$ cat config.mk
export PLATFORM = sky130hd
export DESIGN_NAME = laser_pulse_sequencer
export DESIGN_NICKNAME = d
export VERILOG_FILES = /design/src/rtl/laser_seq_pkg.sv /design/src/rtl/seq_down_counter.sv /design/src/rtl/laser_pulse_sequencer.sv
export SDC_FILE = /design/constraint.sdc
export NUM_CORES = 1
export LEC_CHECK = 0
export CAP_MARGIN = 40
export CORE_MARGIN = 2
export CORE_UTILIZATION = 57
export CTS_CLUSTER_DIAMETER = 150
export DETAILED_ROUTE_END_ITERATION = 8
export GPL_TIMING_DRIVEN = 0
export MAX_ROUTING_LAYER = met4
export PLACE_DENSITY = 0.93
export SLEW_MARGIN = 20
export SYNTH_ARGS = -nofsm -noshare
export SYNTH_HDL_FRONTEND = slang
export SYNTH_SLANG_ARGS = --single-unit
$ cat constraint.sdc
create_clock -name clk -period 4.64 [get_ports clk]
set_input_delay 0.928 -clock clk [delete_from_list [all_inputs] [get_ports clk]]
set_output_delay 0.928 -clock clk [all_outputs]
set_load 0.01 [all_outputs]
$ cat src/rtl/laser_seq_pkg.sv
// Shared types and defaults for the laser pulse sequencer.
package laser_seq_pkg;

    localparam int unsigned CNT_W_DEF = 24;
    localparam int unsigned REP_W_DEF = 16;

    localparam logic [REP_W_DEF-1:0] IDX_ZERO = '0;

    typedef enum logic [1:0] {
        StIdle,
        StOn,
        StOff,
        StFault
    } seq_state_e;

endpackage

$ cat src/rtl/seq_down_counter.sv
// Loadable down counter shared by the ON and OFF phases; parks at zero.
module seq_down_counter #(
    parameter int unsigned W = 24
) (
    input  logic         clk,
    input  logic         reset,
    input  logic         load,
    input  logic [W-1:0] load_val,
    input  logic         en,
    output logic         zero
);

    logic [W-1:0] cnt_q;

    always_ff @(posedge clk) begin
        if (reset) begin
            cnt_q <= '0;
        end else if (load) begin
            cnt_q <= load_val;
        end else if (en && (cnt_q != '0)) begin
            cnt_q <= cnt_q - W'(1);
        end
    end

    assign zero = (cnt_q == '0);

endmodule

$ cat src/rtl/laser_pulse_sequencer.sv
// Programmable on/off/repeat gate pulse train with interlock kill and abort.
module laser_pulse_sequencer
    import laser_seq_pkg::*;
#(
    parameter int unsigned CNT_W = CNT_W_DEF,
    parameter int unsigned REP_W = REP_W_DEF
) (
    input  logic             clk,
    input  logic             reset,
    input  logic             start,
    input  logic             abort,
    input  logic [CNT_W-1:0] on_cycles,
    input  logic [CNT_W-1:0] off_cycles,
    input  logic [REP_W-1:0] repeats,
    input  logic             interlock,
    output logic             laser,
    output logic             busy,
    output logic             done,
    output logic             fault,
    output logic [REP_W-1:0] pulse_idx
);

    seq_state_e state_q, state_d;

    logic [CNT_W-1:0] on_q, off_q;
    logic [REP_W-1:0] rep_q;
    logic [REP_W-1:0] pulse_idx_q;
    logic             done_q;
    logic             fault_q;

    logic             accept;
    logic             degenerate;
    logic             last_pulse;
    logic             cnt_zero;
    logic             cnt_load;
    logic [CNT_W-1:0] cnt_val;
    logic             idx_inc;
    logic             finish;
    logic             trip;
    logic             laser_q;

    assign accept     = start & ~abort & ~interlock &
                        ((state_q == StIdle) || (state_q == StFault));
    assign degenerate = (on_cycles == '0) || (repeats == '0);
    assign last_pulse = (pulse_idx_q == rep_q - REP_W'(1));

    seq_down_counter #(
        .W(CNT_W)
    ) u_cnt (
        .clk     (clk),
        .reset   (reset),
        .load    (cnt_load),
        .load_val(cnt_val),
        .en      (busy),
        .zero    (cnt_zero)
    );

    always_ff @(posedge clk) begin
        if (reset) begin
            state_q <= StIdle;
        end else begin
            state_q <= state_d;
        end
    end

    // Priority in a running train: interlock, then abort, then phase expiry.
    always_comb begin
        state_d  = state_q;
        cnt_load = 1'b0;
        cnt_val  = '0;
        idx_inc  = 1'b0;
        finish   = 1'b0;
        trip     = 1'b0;
        unique case (state_q)
            StIdle, StFault: begin
                if (accept) begin
                    if (!degenerate) begin
                        state_d  = StOn;
                        cnt_load = 1'b1;
                        cnt_val  = on_cycles - CNT_W'(1);
                    end else begin
                        state_d = StIdle;
                    end
                end else if ((state_q == StFault) && !interlock) begin
                    state_d = StIdle;
                end
            end
            StOn: begin
                if (interlock) begin
                    state_d = StFault;
                    trip    = 1'b1;
                end else if (abort) begin
                    state_d = StIdle;
                end else if (cnt_zero) begin
                    if (last_pulse) begin
                        state_d = StIdle;
                        finish  = 1'b1;
                    end else if (off_q == '0) begin
                        state_d  = StOn;
                        cnt_load = 1'b1;
                        cnt_val  = on_q - CNT_W'(1);
                        idx_inc  = 1'b1;
                    end else begin
                        state_d  = StOff;
                        cnt_load = 1'b1;
                        cnt_val  = off_q - CNT_W'(1);
                    end
                end
            end
            StOff: begin
                if (interlock) begin
                    state_d = StFault;
                    trip    = 1'b1;
                end else if (abort) begin
                    state_d = StIdle;
                end else if (cnt_zero) begin
                    state_d  = StOn;
                    cnt_load = 1'b1;
                    cnt_val  = on_q - CNT_W'(1);
                    idx_inc  = 1'b1;
                end
            end
            default: state_d = StIdle;
        endcase
    end

    always_ff @(posedge clk) begin
        if (reset) begin
            on_q        <= '0;
            off_q       <= '0;
            rep_q       <= '0;
            pulse_idx_q <= REP_W'(IDX_ZERO);
            done_q      <= 1'b0;
            fault_q     <= 1'b0;
        end else begin
            done_q <= finish | (accept & degenerate);
            if (accept) begin
                on_q        <= on_cycles;
                off_q       <= off_cycles;
                rep_q       <= repeats;
                pulse_idx_q <= REP_W'(IDX_ZERO);
                fault_q     <= 1'b0;
            end else begin
                if (idx_inc) begin
                    pulse_idx_q <= pulse_idx_q + REP_W'(1);
                end
                if (trip) begin
                    fault_q <= 1'b1;
                end
            end
        end
    end

    always_comb begin
        laser_q   = (state_q == StOn);
        busy      = (state_q == StOn) || (state_q == StOff);
        laser     = laser_q & ~interlock;
        done      = done_q;
        fault     = fault_q;
        pulse_idx = pulse_idx_q;
    end

endmodule
After elaboration in Yosys (flattened, before gate mapping)
Index checks and enable logic that the tools add are counted.
{ "op_classes": {"addsub": 6, "n_eq_ne": 7, "muxes": 48, "n_bitwise": 8, "reduce_logical": 17} }
{ "op_table": {"columns": ["op", "count"], "rows": [
  ["$mux 24", 12],
  ["$sub 24x1->24 const B", 4],
  ["$logic_not 24->1", 3],
  ["$pmux 24 s3", 1],
  ["$reduce_bool 24->1", 1],
  ["$mux 1", 22],
  ["$mux 2", 10],
  ["$add 16x1->16 const B", 1],
  ["$eq 16x16->1", 1],
  ["$logic_not 16->1", 1],
  ["$sub 16x1->16 const B", 1],
  ["$ne 4x4->1 const B", 2],
  ["$pmux 2 s3", 1],
  ["$reduce_or 2->1", 3],
  ["$and 1x1->1", 5],
  ["$eq 2x2->1 const B", 2],
  ["$logic_or 1x1->1", 3],
  ["$ne 3x3->1 const B", 1],
  ["$pmux 1 s3", 1],
  ["$reduce_and 3->1", 1],
  ["$eq 2x1->1 const B", 1],
  ["$logic_and 1x1->1", 2],
  ["$logic_not 2->1", 1],
  ["$not 1->1", 2],
  ["4 further kinds", 4]
]} }
{ "totals": {"ff_bits": 108, "input_bits": 69, "wordCells": 94} }

Logic depth before layout (Yosys ltp)
Gate-level depths: netlist of the first run.
{ "depth": {"depth_word": 8, "ltp_mapped": 13, "ltp_nobuf": 11} }

Cells and area by module
Synthesis of the first run repeated with hierarchy kept, for this count alone.
{ "unflattened": {"hier_cells": 946, "area_unflattened_um2": 7226.9} }
{ "by_module_without_submodules": {"columns": ["mod", "instances", "cells_per_inst", "area_each_um2", "seq_area_each_um2"], "rows": [
  ["laser_pulse_sequencer", 1, 770, 5720.5, 1681.6],
  ["seq_down_counter", 1, 176, 1506.4, 480.5]
]} }

Least setup slack after synthesis of the first run
OpenSTA, ideal clock, no wires.
{ "synth_timing": {"path_type": "reg2reg", "from": "register u_cnt.cnt_q[0]", "to": "register u_cnt.cnt_q[9]", "setup_ps": 87, "arrival_time_ps": 3296, "t_required_ps": 4553, "slack_ps": 1257, "path_stages_with_launch": 14, "period_less_slack_ps": 3383, "path_cell_list": "dfxtp_1 inv_1 ha_1 or3b_2 or4_1 nand4b_1 or2_2 a21oi_1 o21a_1 buf_2 buf_1 nand2_1 o21bai_1 o31ai_1"} }
{ "synth_via": {"elab_chain_cells": 6, "elab_cells_between_ends": 21} }
{ "synth_lines": {"columns": ["item", "line_no", "text"], "rows": [
  ["start: declaration", "seq_down_counter.sv:13", "logic [W-1:0] cnt_q;"],
  ["start signal: assignment", "seq_down_counter.sv:19", "cnt_q <= load_val;"],
  ["start signal: assignment", "seq_down_counter.sv:21", "cnt_q <= cnt_q - W'(1);"],
  ["parallel branches: the longest is 6 deep, another holds $sub 24x1->24", null, null]
]} }
Parallel ways; which one is timed is not known. The select of a mux whose other input is x is not followed.
A chain may end at the register's enable or synchronous reset.

Worst setup path after layout of the first run
Same ends and word-level chain as after synthesis.

==> results of run 1 <==
[cell families (layout without fill, tap and decap cells)]
logic type	Yosys count	count (layout)	share of synthesized area, %
AOI/OAI and AO/OA	214	214	18.6
xor gates and xnor gates	92	92	11.5
DFF	108	108	30.9
buffers and inverters	71	173	3.93
and+or+nand+nor	464	464	32.9
adders and majority gates	11	11	1.97
muxes	1	1	0.143
[final timing paths]
check                       from             end  slack (ps)
hold / removal          on_q[23]        on_q[23]         480
setup / recovery  u_cnt.cnt_q[0]  u_cnt.cnt_q[9]         370
hold reg to reg         on_q[23]        on_q[23]         480
setup reg to reg  u_cnt.cnt_q[0]  u_cnt.cnt_q[9]         370
[worst max-delay path: cells and delay by family, from the launching register on]
kind	cells	cell delay, ps
simple gates	5	2000
compound gates	4	840
buf+inv	3	810
flops	1	350
fa+ha+maj	1	190
[layout by cell type (no fill, tap or decap), types with 4 or more instances in the layout]
master	synthesis	routed
a211oi_1	4	4
a21oi_1	109	109
a31oi_1	6	6
and2_1	4	4
and3_1	7	7
buf_2	7	7
clkbuf_1	41	40
clkbuf_16	0	9
clkdlybuf4s50_1	0	87
dfxtp_1	108	108
ha_1	11	11
inv_1	21	21
nand2_1	177	177
nand2b_1	13	13
nand3_1	28	28
nand3b_1	4	4
nand4_1	6	6
nor2_1	67	67
nor2b_1	4	4
nor3_1	45	45
nor3b_1	7	7
nor4_1	35	35
nor4b_1	5	5
o211ai_1	5	5
o21ai_0	23	23
o22ai_1	16	16
o31ai_1	13	13
o32ai_1	5	5
or2_2	9	9
or3_1	19	19
or4_1	22	22
xnor2_1	60	60
xor2_1	32	32
[state kept, by name, summed over array words and instances (netlist names)]
name and flops:
done 1, fault 1, state_q 2, u_cnt.cnt_q 24
pulse_idx 16, rep_q 16, off_q 24, on_q 24
[area by class of cell]
cell class	count	area (µm²)
clock buffer	10	239
timing repair buffer	87	871
sequential	108	2160
buffer	50	198
fill	986	3660
clock inverter	5	62.6
multi-input combinational	782	4560
tap	147	184
inverter	21	78.8
[metrics by stage]
stage / area, µm² / TNS [ps] / instances / total power, mW / util (%)
6_report: 8350 / 0 / 1210 / 2.40 / 69.5
3_3_place_gp: 8050 / -11.4 / 1195 / 1.59 / 67.0
4_1_cts: 8350 / 0 / 1210 / 2.38 / 69.5
5_1_grt: 8350 / 0 / 1210 / 2.49 / 69.5
2_1_floorplan: 7000 / 0 / 961 / 1.41 / -
3_5_place_dp: 8050 / -21.2 / 1195 / 1.60 / 67.0
[power groups by stage]
stage	clock [mW]	sequential, mW	combinational (mW)
2_1_floorplan	0	1.01	0.396
3_3_place_gp	0	1.02	0.568
3_5_place_dp	0	1.02	0.577
4_1_cts	0.794	1.00	0.582
5_1_grt	0.833	1.01	0.649
6_report	0.797	1.00	0.598
[per-layer routing]
| layer | routed length (µm) | vias up | GRT usage [%] | share of wire (%) |
|---|---|---|---|---|
| li1 | - | 3635 | - | - |
| met4 | 1170 | 0 | 18.0 | 5.1 |
| met1 | 9090 | 3544 | 47.3 | 40 |
| met3 | 2640 | 99 | 7.22 | 11 |
| met2 | 10100 | 489 | 54.0 | 44 |
| met5 | 0 | - | - | 0 |
[repair_timing]
| action | CTS | global route |
|---|---|---|
| endpoints found under the setup margin | 0 | 1 |
| gates resized for setup | 0 | 2 |
| setup buffers | 0 | 0 |
==> flow_summary_export.csv, run 1 <==
group,metric,value,unit
outcome,outcome,"finished clean",
logic_synthesis,synth_top_cell_area_share,30.9,%
logic_synthesis,synth_warnings,0,
timing,layout_setup_ws,367,ps
clock_tree,cts.sinks,108,
timing,slew_viol_final,0,
global_route,antenna_found_initial,0,
logic_synthesis,synth-main-ff-cell,"dfxtp_1",
logic_synthesis,synth_nets,1041,
die,initial_utilization,58.2,%
power,p_clk_share,33.2,%
timing,fin_worst_skew,6.72,ps
detailed_routing,viasPerCell,6.42,
global_route,grt_max_degree,18,
detailed_routing,firstDrtPassIters,5,
timing,fin_crit,4270,ps
hold_path,whs_path_depth,2,
power,net-switching-power,0.750,mW
global_route,grt_pass1_wl,36300,µm
timing,min_period_over_period,92.1,%
critical_path,cp_data_required_time,4910,ps
timing,tightest_slew,777,ps
die,die_h,115,µm
finish,insertedDiodeCount,0,
die,core_area,12000,µm²
timing,fmax,234,MHz
die,ios,89,
detailed_routing,drt_iter0_drc,984,
clock_tree,path_clk_slew,70,ps
finish,num-nets-final,1139,
logic_synthesis,synth_area_leaders,"dfxtp_1 (31%), nand2_1 (9.5%), a21oi_1 (7.8%)",
finish,area_growth,19.4,%
logic_synthesis,postSynthCellCount,961,
clock_tree,numCtsBuffers,9,
power,power_density,287,nW/µm²
critical_path,cp_cell_sequence,"inv_1 -> ha_1 -> or3b_2 -> or4_1 -> nand4b_1 -> or2_2 -> a21oi_1 -> o21a_1 -> buf_2 -> buf_1 -> nand2_1 -> o21bai_1 -> o31ai_1",
critical_path,crit_path_max_fanout,10,
detailed_routing,vias,7767,
clock_tree,clock_path_buffers,2,
die,fp-row-count,40,
timing,hold_viol_final,0,
placement,dp_slack,-21.2,ps
finish,layout-drive-gt1-share,3.86,%
clock_tree,insertion_delay,360,ps
timing,holdWs,479,ps
logic_synthesis,synth_commonest_cells,"nand2_1 (177), a21oi_1 (109), dfxtp_1 (108), nor2_1 (67), xnor2_1 (60)",
power,p_sw_share,31.3,%
global_route,grt_usage,36.4,%
placement,globalplace.congestion,1.03,
logic_synthesis,postSynth.asyncResetShare,0,%
critical_path,cp-start-kind,"flip-flop",
clock_tree,hold_buffers,0,
detailed_routing,drc,0,
global_route,grt_pass1_vias,6926,
logic_synthesis,yosysTopAreaCell,"dfxtp_1",
power,p_leak,2.91,nW
placement,dp_hpwl,17600,µm
critical_path,endpoint_kind,"flip-flop",
critical_path,critPathArrivalTime,4540,ps
detailed_routing,wirelength,22900,µm
logic_synthesis,syn-mean-instance-area,7.28,µm²
timing,rsz0062_at_grt,"false",
power,ir_drop,0.000255,V
logic_synthesis,post-synth-top-count-cell,"nand2_1",
critical_path,ff2ff_path_depth,13,
timing,setup_viol_count_final,0,
logic_synthesis,synth_cell_types,63,
detailed_routing,ant_nets,0,
clock_tree,cts_tree,"done",
global_route,overflow,0,
power,p_seq_share,41.8,%
clock_tree,cts-htree-levels,3,
hold_path,hp-class,"reg -> reg",
clock_tree,root_buffer,"clkbuf_16",
flow_run,maxCapViolCount,0,
critical_path,path_class,"reg -> reg",
logic_synthesis,synth-edff-count,0,
logic_synthesis,seq_area_frac_synth,30.9,%
power,p_int,1.65,mW
critical_path,cp_slowest_cell,"or4_1",
detailed_routing,wl_per_cell,19.0,µm
logic_synthesis,synth_area,7000,µm²
die,die_w,115,µm
placement,port_buffers,87,
logic_synthesis,synth_seq_cells,108,
power,pwr-share-comb,25.0,%
timing,maxSlewHeadroom,46.8,%
die,dieArea,13200,µm²
critical_path,cp_slowest_stage_delay,610,ps
Note: power is estimated with default switching activity, not from simulation.
==> run 2: changes to the inputs <==
--- a/config.mk
+++ b/config.mk
@@ -6,7 +6,6 @@
 export NUM_CORES = 1
 export LEC_CHECK = 0
 export CAP_MARGIN = 40
-export CORE_MARGIN = 2
 export CORE_UTILIZATION = 57
 export CTS_CLUSTER_DIAMETER = 150
 export DETAILED_ROUTE_END_ITERATION = 8
==> run 2 against run 1 <==
  * The run now ends with DRC left
  * Clock power up 4.1%
  * Combinational power is essentially flat
  * Utilization up 0.11 points
  * Die area decreased by 3.5%
  * Wire length is 2.6% higher
  * Power is 1.5% higher
  * Count of clock-buffer cells in the layout unchanged
  * Flip-flop and latch count unchanged
  * Largest cell class unchanged
  * Highest routed layer unchanged
==> flow_summary_export.csv, run 2 (synthesized netlist as in run 1, its figures left out) <==
group,metric,value,unit
outcome,outcome,"finished, violations left",
outcome,violations,"DRC",
detailed_routing,viasPerCell,6.47,
finish,final_common_cell,"nand2_1",
critical_path,cpMostUsedCell,"o22ai_1",
clock_tree,root_buffer,"clkbuf_16",
timing,fin_crit,4380,ps
clock_tree,numCtsBuffers,9,
critical_path,path_class,"reg -> reg",
flow_run,maxCapViolCount,0,
clock_tree,path_clk_slew,70,ps
finish,largestRegisters,"off_q x24, on_q x24, u_cnt.cnt_q x24",
critical_path,critPathBufInv,1,
clock_tree,cts-htree-levels,3,
critical_path,critPathTopFamily,"simple AND/OR/NAND/NOR gates",
detailed_routing,drc,1,
clock_tree,cts.sinks,108,
global_route,grt_usage,39.1,%
die,ios,89,
die,core_area,12000,µm²
die,dieArea,12700,µm²
die,initial_utilization,58.2,%
detailed_routing,ant_nets,0,
detailed_routing,vias,7834,
clock_tree,clock_path_buffers,2,
global_route,grt_pass1_vias,7115,
power,net-switching-power,0.774,mW
die,die_w,113,µm
die,fp-row-count,40,
hold_path,hp-class,"reg -> reg",
clock_tree,hold_buffers,0,
critical_path,cp_slowest_stage_delay,780,ps
finish,mostFrequentLayoutCells,"nand2_1 (177), a21oi_1 (109), dfxtp_1 (108)",
finish,insertedDiodeCount,0,
timing,setup_viol_count_final,0,
global_route,grt_max_degree,20,
timing,slew_viol_final,0,
placement,dp_hpwl,18000,µm
critical_path,crit_path_max_fanout,7,
power,ir_drop,0.000278,V
finish,fillCellCount,994,
power,p_clk_share,34.1,%
power,p_sw_share,31.8,%
critical_path,rr_startpoint,"rep_q[0]",
global_route,grt_pass1_wl,37400,µm
power,p_seq_share,41.2,%
timing,rsz0062_at_grt,"false",
timing,min_period_over_period,94.4,%
critical_path,cp_slowest_cell,"nor4_2",
timing,hold_viol_final,0,
critical_path,cp_data_required_time,4860,ps
critical_path,critPathArrivalTime,4600,ps
critical_path,cp-start-kind,"flip-flop",
detailed_routing,firstDrtPassIters,8,
clock_tree,post_cts_buffers,0,
critical_path,cp_cell_sequence,"inv_1 -> ha_1 -> or4b_1 -> or2_2 -> o311ai_0 -> o22ai_1 -> nor4_2 -> o31a_1 -> o22ai_1 -> a222oi_1 -> nor3_1",
timing,fmax,228,MHz
detailed_routing,drt_iter0_drc,1009,
power,power_density,291,nW/µm²
timing,tightest_slew,819,ps
power,pwr-share-comb,24.7,%
timing,fin_worst_skew,8.29,ps
hold_path,min_from,"fault",
finish,layout-drive-gt1-share,3.85,%
finish,area_growth,19.6,%
power,p_leak,2.92,nW
finish,num-nets-final,1139,
critical_path,endpoint_kind,"flip-flop",
clock_tree,cts_tree,"done",
critical_path,worstSetupStartpoint,"rep_q[0]",
die,die_h,113,µm
clock_tree,cts_resized,0,
detailed_routing,wl_per_cell,19.4,µm
global_route,overflow,0,
global_route,antenna_found_initial,0,
timing,setup_tns,0,ps
placement,port_buffers,87,
timing,maxSlewHeadroom,44.9,%
detailed_routing,wirelength,23500,µm
power,totalPowerFinal,2.43,mW
placement,globalplace.congestion,1.03,
clock_tree,insertion_delay,370,ps
power,p_int,1.66,mW
[run 2: cell count changes in the layout (fill, tap and decap cells not counted), sizes merged]
cell / before / now
clkinv: 2 / 1
clkinvlp: 2 / 1
inv: 21 / 24
[run 2: metal layers]
layer  vias up  routed length, µm  track usage (%)
li1       3643                  -                -
met1      3637               9830             51.6
met2       467              10200             57.3
met3        87               2560             7.93
met4         0                979             18.5
met5         -                  0                -
[run 2: area by class of cell]
cell class / count / area [µm²] / area share (%)
Tap cell: 147 / 184 / 2.20
Multi-Input combinational cell: 782 / 4560 / 54.5
Clock buffer: 10 / 239 / 2.86
Inverter: 21 / 78.8 / 0.942
Buffer: 50 / 196 / 2.35
Timing Repair Buffer: 87 / 871 / 10.4
Clock inverter: 6 / 77.6 / 0.927
Sequential cell: 108 / 2160 / 25.8
[run 2: through the flow]
step	instance area, µm²	hold slack [ps]	utilization, %	setup WS (ps)	std cells
2_1_floorplan	7000	448	-	1260	961
3_3_place_gp	8050	459	67.0	34.1	1195
3_5_place_dp	8050	463	67.0	64.6	1195
4_1_cts	8370	484	69.7	371	1211
5_1_grt	8370	513	69.7	102	1211
6_report	8370	476	69.7	262	1211
[run 2: power groups by stage]
| stage | combinational [mW] | sequential [mW] | clock, mW |
|---|---|---|---|
| 3_3_place_gp | 0.570 | 1.02 | 0 |
| 3_5_place_dp | 0.578 | 1.02 | 0 |
| 6_report | 0.600 | 1.00 | 0.830 |
| 4_1_cts | 0.583 | 1.00 | 0.831 |
| 2_1_floorplan | 0.396 | 1.01 | 0 |
| 5_1_grt | 0.648 | 1.01 | 0.871 |
[run 2: tightest hold or removal path: stages (launching register included)]
cell and delay, ps:
dfxtp_1 340, a21oi_1 40, nor2_1 70
[run 2: worst paths after layout]
kind / to / slack (ps) / cells past startpoint
max reg2reg: u_cnt.cnt_q[23] / 260 / 11
max: u_cnt.cnt_q[23] / 260 / 11
min: fault / 480 / 2
min reg2reg: fault / 480 / 2
==> run 3: changes to the inputs <==
--- a/config.mk
+++ b/config.mk
@@ -9,6 +9,7 @@
 export CORE_UTILIZATION = 57
 export CTS_CLUSTER_DIAMETER = 150
 export DETAILED_ROUTE_END_ITERATION = 8
+export GPL_ROUTABILITY_DRIVEN = 1
 export GPL_TIMING_DRIVEN = 0
 export MAX_ROUTING_LAYER = met4
 export PLACE_DENSITY = 0.93
==> results of run 3 <==
Same layout as run 2: the final DEF is identical, and so are final timing and power.
